===== config.mk =====
export PLATFORM = sky130hd
export DESIGN_NAME = eros_axil_to_obi
export DESIGN_NICKNAME = d
export VERILOG_FILES = /design/src/rtl/eros_obi_pkg.sv /design/src/rtl/eros_axil_to_obi.sv
export SDC_FILE = /design/constraint.sdc
export NUM_CORES = 1
export LEC_CHECK = 0
export BUFFER_PORTS_ARGS = -buffer_cell sky130_fd_sc_hd__buf_4
export CAP_MARGIN = 25
export CORE_AREA = 2 2 125 151
export DETAILED_ROUTE_END_ITERATION = 7
export DIE_AREA = 0 0 127 153
export GPL_ROUTABILITY_DRIVEN = 0
export SLEW_MARGIN = 20
export SYNTH_ARGS = -nofsm -noshare
export SYNTH_HDL_FRONTEND = slang
export SYNTH_SLANG_ARGS = --single-unit

===== constraint.sdc =====
create_clock -name clk_i -period 2.2 [get_ports clk_i]
set_input_delay 0.11 -clock clk_i [delete_from_list [all_inputs] [get_ports clk_i]]
set_output_delay 0.11 -clock clk_i [all_outputs]
set_load 0.02 [all_outputs]

===== src/rtl/eros_obi_pkg.sv =====
// eros_obi_pkg: shared types and constants for the AXI4-Lite to OBI bridge.
//   - AXI4-Lite request/response channel structs (32-bit address and data)
//   - OBI request/response structs
//   - bridge FSM state encoding and AXI-Lite response codes
//   - default address window used by the optional range check
package eros_obi_pkg;

  localparam int unsigned AXIL_ADDR_W = 32;
  localparam int unsigned AXIL_DATA_W = 32;
  localparam int unsigned AXIL_STRB_W = AXIL_DATA_W / 8;

  // Default window of the system address map (exclusive upper bound).
  localparam logic [AXIL_ADDR_W-1:0] GLOBAL_BASE_ADDRESS = 32'h0000_0000;
  localparam logic [AXIL_ADDR_W-1:0] GLOBAL_END_ADDRESS  = 32'h8000_0000;

  localparam logic [1:0]             AXIL_RESP_OKAY   = 2'b00;
  localparam logic [1:0]             AXIL_RESP_SLVERR = 2'b10;
  localparam logic [AXIL_DATA_W-1:0] AXIL_ERR_RDATA   = 32'hBADCAB1E;

  typedef enum logic [2:0] {
    IDLE,
    W_REQ,
    W_WAIT,
    B_SEND,
    R_REQ,
    R_WAIT,
    R_SEND
  } axil_obi_state_e;

  typedef struct packed {
    logic [AXIL_ADDR_W-1:0] addr;
  } axil_ax_t;

  typedef struct packed {
    logic [AXIL_DATA_W-1:0] data;
    logic [AXIL_STRB_W-1:0] strb;
  } axil_w_t;

  typedef struct packed {
    logic [1:0] resp;
  } axil_b_t;

  typedef struct packed {
    logic [AXIL_DATA_W-1:0] data;
    logic [1:0]             resp;
  } axil_r_t;

  typedef struct packed {
    axil_ax_t aw;
    logic     aw_valid;
    axil_w_t  w;
    logic     w_valid;
    logic     b_ready;
    axil_ax_t ar;
    logic     ar_valid;
    logic     r_ready;
  } axil_lite_req_t;

  typedef struct packed {
    logic    aw_ready;
    logic    w_ready;
    axil_b_t b;
    logic    b_valid;
    logic    ar_ready;
    axil_r_t r;
    logic    r_valid;
  } axil_lite_rsp_t;

  typedef struct packed {
    logic                   req;
    logic                   we;
    logic [AXIL_STRB_W-1:0] be;
    logic [AXIL_ADDR_W-1:0] addr;
    logic [AXIL_DATA_W-1:0] wdata;
  } obi_req_t;

  typedef struct packed {
    logic                   gnt;
    logic                   rvalid;
    logic [AXIL_DATA_W-1:0] rdata;
  } obi_resp_t;

  // True when addr lies outside [base, end).
  function automatic logic outside_window(input logic [AXIL_ADDR_W-1:0] addr,
                                          input logic [AXIL_ADDR_W-1:0] base,
                                          input logic [AXIL_ADDR_W-1:0] lim);
    return (addr < base) || (addr >= lim);
  endfunction

endpackage


===== src/rtl/eros_axil_to_obi.sv =====
// eros_axil_to_obi: AXI4-Lite slave to OBI master bridge.
// One AXI-Lite transaction is in flight at a time and becomes exactly one OBI
// request. Simultaneous write and read candidates are arbitrated round-robin.
//
// Ports
//   clk_i       clock
//   rst_ni      asynchronous reset, active low
//   axil_req_i  AXI-Lite request (aw, aw_valid, w, w_valid, b_ready, ar, ar_valid, r_ready)
//   axil_rsp_o  AXI-Lite response (aw_ready, w_ready, b, b_valid, ar_ready, r, r_valid)
//   obi_req_o   OBI request (req, we, be, addr, wdata)
//   obi_rsp_i   OBI response (gnt, rvalid, rdata)
//   busy_o      high whenever the bridge is not idle
//
// Configuration
//   EROS_AXIL_OBI_RANGE_CHECK_EN  when defined, accesses outside [BaseAddr, EndAddr) are
//                                 answered with SLVERR (reads return AXIL_ERR_RDATA) without
//                                 touching OBI. When undefined every access is forwarded.
module eros_axil_to_obi
  import eros_obi_pkg::*;
#(
  parameter int unsigned AddrWidth  = 32,
  parameter int unsigned DataWidth  = 32,
  parameter logic [31:0] BaseAddr   = GLOBAL_BASE_ADDRESS,
  parameter logic [31:0] EndAddr    = GLOBAL_END_ADDRESS,
  parameter type         axil_req_t = axil_lite_req_t,
  parameter type         axil_rsp_t = axil_lite_rsp_t
) (
  input  logic      clk_i,
  input  logic      rst_ni,
  input  axil_req_t axil_req_i,
  output axil_rsp_t axil_rsp_o,
  output obi_req_t  obi_req_o,
  input  obi_resp_t obi_rsp_i,
  output logic      busy_o
);

  localparam int unsigned StrbWidth = DataWidth / 8;
  localparam logic [AddrWidth-1:0] WordMask = ~(AddrWidth'(3));

  // Elaboration-time parameter sanity checks.
  if (DataWidth != 32) begin : g_bad_data_width
    $error("eros_axil_to_obi: DataWidth must be 32");
  end
  if (AddrWidth != 32) begin : g_bad_addr_width
    $error("eros_axil_to_obi: AddrWidth must be 32");
  end
  if (EndAddr <= BaseAddr) begin : g_bad_window
    $error("eros_axil_to_obi: EndAddr must be above BaseAddr");
  end

  axil_obi_state_e        state_q, state_d;
  logic                   prio_rd_q, prio_rd_d;  // 0: write wins a tie, 1: read wins
  logic [AddrWidth-1:0]   addr_q, addr_d;
  logic [DataWidth-1:0]   wdata_q, wdata_d;
  logic [StrbWidth-1:0]   be_q, be_d;
  logic [DataWidth-1:0]   rdata_q, rdata_d;
  logic [1:0]             resp_q, resp_d;

  logic wr_elig, rd_elig, grant_wr, grant_rd;
  logic aw_err, ar_err;

  assign wr_elig  = axil_req_i.aw_valid & axil_req_i.w_valid;
  assign rd_elig  = axil_req_i.ar_valid;
  assign grant_wr = wr_elig & (~rd_elig | ~prio_rd_q);
  assign grant_rd = rd_elig & (~wr_elig |  prio_rd_q);

`ifdef EROS_AXIL_OBI_RANGE_CHECK_EN
  assign aw_err = outside_window(axil_req_i.aw.addr, BaseAddr, EndAddr);
  assign ar_err = outside_window(axil_req_i.ar.addr, BaseAddr, EndAddr);
`else
  assign aw_err = 1'b0;
  assign ar_err = 1'b0;
`endif

  assign busy_o = (state_q != IDLE);

  always_comb begin
    state_d    = state_q;
    prio_rd_d  = prio_rd_q;
    addr_d     = addr_q;
    wdata_d    = wdata_q;
    be_d       = be_q;
    rdata_d    = rdata_q;
    resp_d     = resp_q;
    axil_rsp_o = '0;
    obi_req_o  = '0;

    unique case (state_q)
      IDLE: begin
        // Ready is combinational so accept happens in the same cycle valid is seen.
        if (grant_wr) begin
          axil_rsp_o.aw_ready = 1'b1;
          axil_rsp_o.w_ready  = 1'b1;
          addr_d              = axil_req_i.aw.addr;
          wdata_d             = axil_req_i.w.data;
          be_d                = axil_req_i.w.strb;
          prio_rd_d           = ~prio_rd_q;
          if (aw_err) begin
            resp_d  = AXIL_RESP_SLVERR;
            state_d = B_SEND;
          end else begin
            resp_d  = AXIL_RESP_OKAY;
            state_d = W_REQ;
          end
        end else if (grant_rd) begin
          axil_rsp_o.ar_ready = 1'b1;
          addr_d              = axil_req_i.ar.addr;
          prio_rd_d           = ~prio_rd_q;
          if (ar_err) begin
            resp_d  = AXIL_RESP_SLVERR;
            rdata_d = AXIL_ERR_RDATA;
            state_d = R_SEND;
          end else begin
            resp_d  = AXIL_RESP_OKAY;
            state_d = R_REQ;
          end
        end
      end

      W_REQ: begin
        obi_req_o.req   = 1'b1;
        obi_req_o.we    = 1'b1;
        obi_req_o.be    = be_q;
        obi_req_o.addr  = addr_q & WordMask;
        obi_req_o.wdata = wdata_q;
        if (obi_rsp_i.gnt) state_d = W_WAIT;
      end

      // Only entered after gnt, so an rvalid coinciding with gnt is never seen here.
      W_WAIT: begin
        if (obi_rsp_i.rvalid) state_d = B_SEND;
      end

      B_SEND: begin
        axil_rsp_o.b_valid = 1'b1;
        axil_rsp_o.b.resp  = resp_q;
        if (axil_req_i.b_ready) state_d = IDLE;
      end

      R_REQ: begin
        obi_req_o.req  = 1'b1;
        obi_req_o.we   = 1'b0;
        obi_req_o.be   = '1;
        obi_req_o.addr = addr_q & WordMask;
        if (obi_rsp_i.gnt) state_d = R_WAIT;
      end

      R_WAIT: begin
        if (obi_rsp_i.rvalid) begin
          rdata_d = obi_rsp_i.rdata;
          state_d = R_SEND;
        end
      end

      R_SEND: begin
        axil_rsp_o.r_valid = 1'b1;
        axil_rsp_o.r.data  = rdata_q;
        axil_rsp_o.r.resp  = resp_q;
        if (axil_req_i.r_ready) state_d = IDLE;
      end

      default: state_d = IDLE;
    endcase
  end

  always_ff @(posedge clk_i or negedge rst_ni) begin
    if (!rst_ni) begin
      state_q   <= IDLE;
      prio_rd_q <= 1'b0;
      addr_q    <= '0;
      wdata_q   <= '0;
      be_q      <= '0;
      rdata_q   <= '0;
      resp_q    <= AXIL_RESP_OKAY;
    end else begin
      state_q   <= state_d;
      prio_rd_q <= prio_rd_d;
      addr_q    <= addr_d;
      wdata_q   <= wdata_d;
      be_q      <= be_d;
      rdata_q   <= rdata_d;
      resp_q    <= resp_d;
    end
  end

endmodule


==> flow_metrics.tcl <==
set metrics [dict create \
    initial_core_util_pct 28.4 \
    syn_inst 481 \
    firstDrtPassIters 4 \
    vdd_drop_max_mv 0.522 \
    syn_avg_cell_area_um2 10.6 \
    ys_seq_area_share_pct 50.0 \
    drt_wl_total_um 15500 \
    num_rows 54 \
    antenna_found_initial 0 \
    crit_type "flip-flop to output port" \
    status "completed" \
    crit_chain "nor3_4 > buf_4 > inv_1 > nor2_1 > buf_4" \
    cp.arrival_ns 1.91 \
    place_ws_ns 0.370 \
    synthDistinctLibCells 33 \
    p_int_mw 6.03 \
    holdPathEnd "wdata_q[31]" \
    cp-start-kind "flip-flop" \
    end_kind "output port" \
    drt_iter0_markers 145 \
    max_freq_mhz 496 \
    power.switching_mw 3.68 \
    swShare_pct 37.9 \
    cp_slowest_cell "dfrtp_1" \
    die_width_um 127 \
    fin_crit_ns 2.02 \
    die_y_um 153 \
    grtUsageTotal_pct 16.1 \
    synth-seq-cells 102 \
    hold_path.class "input port to flip-flop" \
    grt_remaining_overflow 0 \
    root_buffer "clkbuf_16" \
    cp_common_cell "buf_4" \
    rr_endpoint "wdata_q[23]" \
    finish.instance_area_um2 8110 \
    cp.required_ns 2.09 \
    die-area_um2 19400 \
    vias_per_cell 4.71 \
    regArea_um2 2550 \
    min_path_cells 2 \
    grt_first_pass_wirelength_um 25400 \
    clkLatencyLatePin_ns 0.35 \
    vias 4725 \
    p_seq_share_pct 34.2 \
    leakage_nw 3.82 \
    dpl.hpwl_um 10800 \
    netlist_area_um2 5100 \
    holdCritStartpoint "axil_req_i[71]" \
    wl_per_cell_um 15.4 \
    multiInputGateArea_um2 2320 \
    drive_gt1_share_pct 41.2 \
    clk_path_buf_depth 2 \
    grt_pass1_vias 5071 \
    io_buffers 242 \
    p_clk_share_pct 17.1 \
    numCtsBuffers 9 \
    clkTransAtPathRegs_ns 0.07 \
    cp_max_fo 26 \
    core_um2 18000 \
    grt_setup_unrepaired "no" \
    fin_ws_ns 0.182 \
    yosysWarningCount 0 \
    cts_tree "yes" \
    final.setup.tns_ns 0 \
    rr_startpoint "state_q[2]" \
    hold_violations 0 \
    post_dp_cell_area_um2 7120 \
    nNetsFinal 915 \
    fin_util_pct 45.1 \
    drv_cap 0 \
    rrSetupSlack_ns 0.48 \
    fillerInstances 1662 \
    finalCritPeriodShare_pct 91.7 \
    io_pins 253 \
    relSlewSlack_pct 58.0 \
    power_frac_comb_pct 48.7 \
    grt_max_degree 57 \
    cts.sinks 102 \
    h-tree-depth 3 \
    worstMarginPinSlew_ns 0.631 \
    finalMaxSlewViolations 0 \
    power.density_nw_per_um2 1200 \
    finalSetupViolCount 0 \
    finClkSkew_ns 0.0113 \
    crit_path_max_incr_delay_ns 0.51 \
    syn_to_final_growth_pct 59.1 \
    postRouteAntennaNets 0 \
    reg2reg_depth 4 \
    n_antenna_cell 0 \
    drcViolationCount 0 \
]
==> sequential cells by signal, indices dropped and copies added, names as in the netlist <==
| name | count |
|---|---|
| prio_rd_q | 1 |
| be_q | 4 |
| rdata_q | 32 |
| wdata_q | 32 |
| state_q | 3 |
| addr_q | 30 |
==> cell families after synthesis <==
kind of cell           synth area share, %
AND/OR/NAND/NOR                       17.7
AO/OA/AOI/OAI                         11.6
flip-flops                            50.0
multiplexers                          15.4
buffers and inverters                 5.03
XOR/XNOR                             0.172
other                               0.0735
==> power by group through the flow <==
stage / Sequential [mW] / Clock (mW) / Combinational (mW)
2_1_floorplan: 3.14 / 0 / 3.01
3_3_place_gp: 3.30 / 0 / 4.62
3_5_place_dp: 3.35 / 0 / 4.68
4_1_cts: 3.32 / 1.72 / 4.79
5_1_grt: 3.46 / 1.78 / 5.16
6_report: 3.32 / 1.66 / 4.73
==> per-layer routing <==
metal	GRT usage [%]	vias to the layer above	wire (um)
met5	0	-	0
met4	6.49	0	363
met1	18.5	2274	6190
met3	3.33	27	1050
li1	-	2237	-
met2	28.9	187	7860
==> cell type report <==
cell class	count	area share, %
clock buffers	11	3.11
well taps	224	3.45
clock inverters	5	0.709
repair buffers	325	32.5
multi-input cells	332	28.6
inverters	4	0.185
flip-flops and latches	102	31.5
==> layout by cell type, fill, tap and decap left out, drive strengths merged <==
master,instances
a211o,1
a21o,1
a21oi,37
a22oi,1
a31o,1
a31oi,31
a32o,1
and2,97
and2b,1
and3,1
buf,257
bufinv,1
clkbuf,11
clkinv,4
conb,6
dfrtp,102
dlygate4sd3,68
inv,4
mux2,68
mux2i,2
nand2,7
nand2b,3
nand3,32
nor2,3
nor2b,2
nor3,1
nor3b,1
nor4bb,1
o211ai,2
o21ai,31
xor2,1
==> synthesized netlist by cell type (all sizes together) <==
master	count	area [um2]
and3	1	6.26
o21ai	31	155
nor3	1	16.3
a21o	1	7.51
a211o	1	8.76
a32o	1	10.0
conb	1	3.75
nor2b	2	12.5
mux2i	2	20.0
a31oi	31	194
nor2	3	11.3
buf	20	136
nor4bb	1	10.0
and2	97	607
a21oi	37	185
nor3b	1	7.51
mux2	68	766
nand2	7	26.3
xor2	1	8.76
o211ai	2	15.0
nand2b	3	18.8
dfrtp	102	2550
a22oi	1	7.51
and2b	1	7.51
clkbuf	28	105
inv	4	15.0
a31o	1	8.76
nand3	32	178
==> stage by stage <==
stage	power, mW	hold WS (ns)	instances
6_report	9.71	0.0206	1003
5_1_grt	10.4	0.00401	1003
4_1_cts	9.82	0.00229	1003
3_5_place_dp	8.03	0.181	919
3_3_place_gp	7.91	0.173	919
2_1_floorplan	6.14	-0.186	486
==> worst max path at each step <==
stage,start,end,slack (ns),depth (start not counted)
global route,state_q[2],axil_rsp_o[35],0.03,5
CTS,state_q[1],obi_req_o[25],0.05,5
floorplan,state_q[0],axil_rsp_o[25],0.45,5
global placement,state_q[1],wdata_q[28],0.41,4
finish,state_q[2],axil_rsp_o[35],0.18,5
detailed placement,state_q[1],wdata_q[27],0.37,4
==> critical path: cells and delay by family, from the launching register on <==
kind	cells	cell delay, ns
buffers and inverters	3	0.59
and+or+nand+nor	2	0.44
DFF	1	0.51
==> timing repair <==
item,in CTS,in global routing
hold endpoints to repair,113,0
gates resized for setup,0,3
setup endpoints to repair,0,97
setup buffers,0,0
hold buffers,68,0
Note: power is estimated with default switching activity, not from simulation.
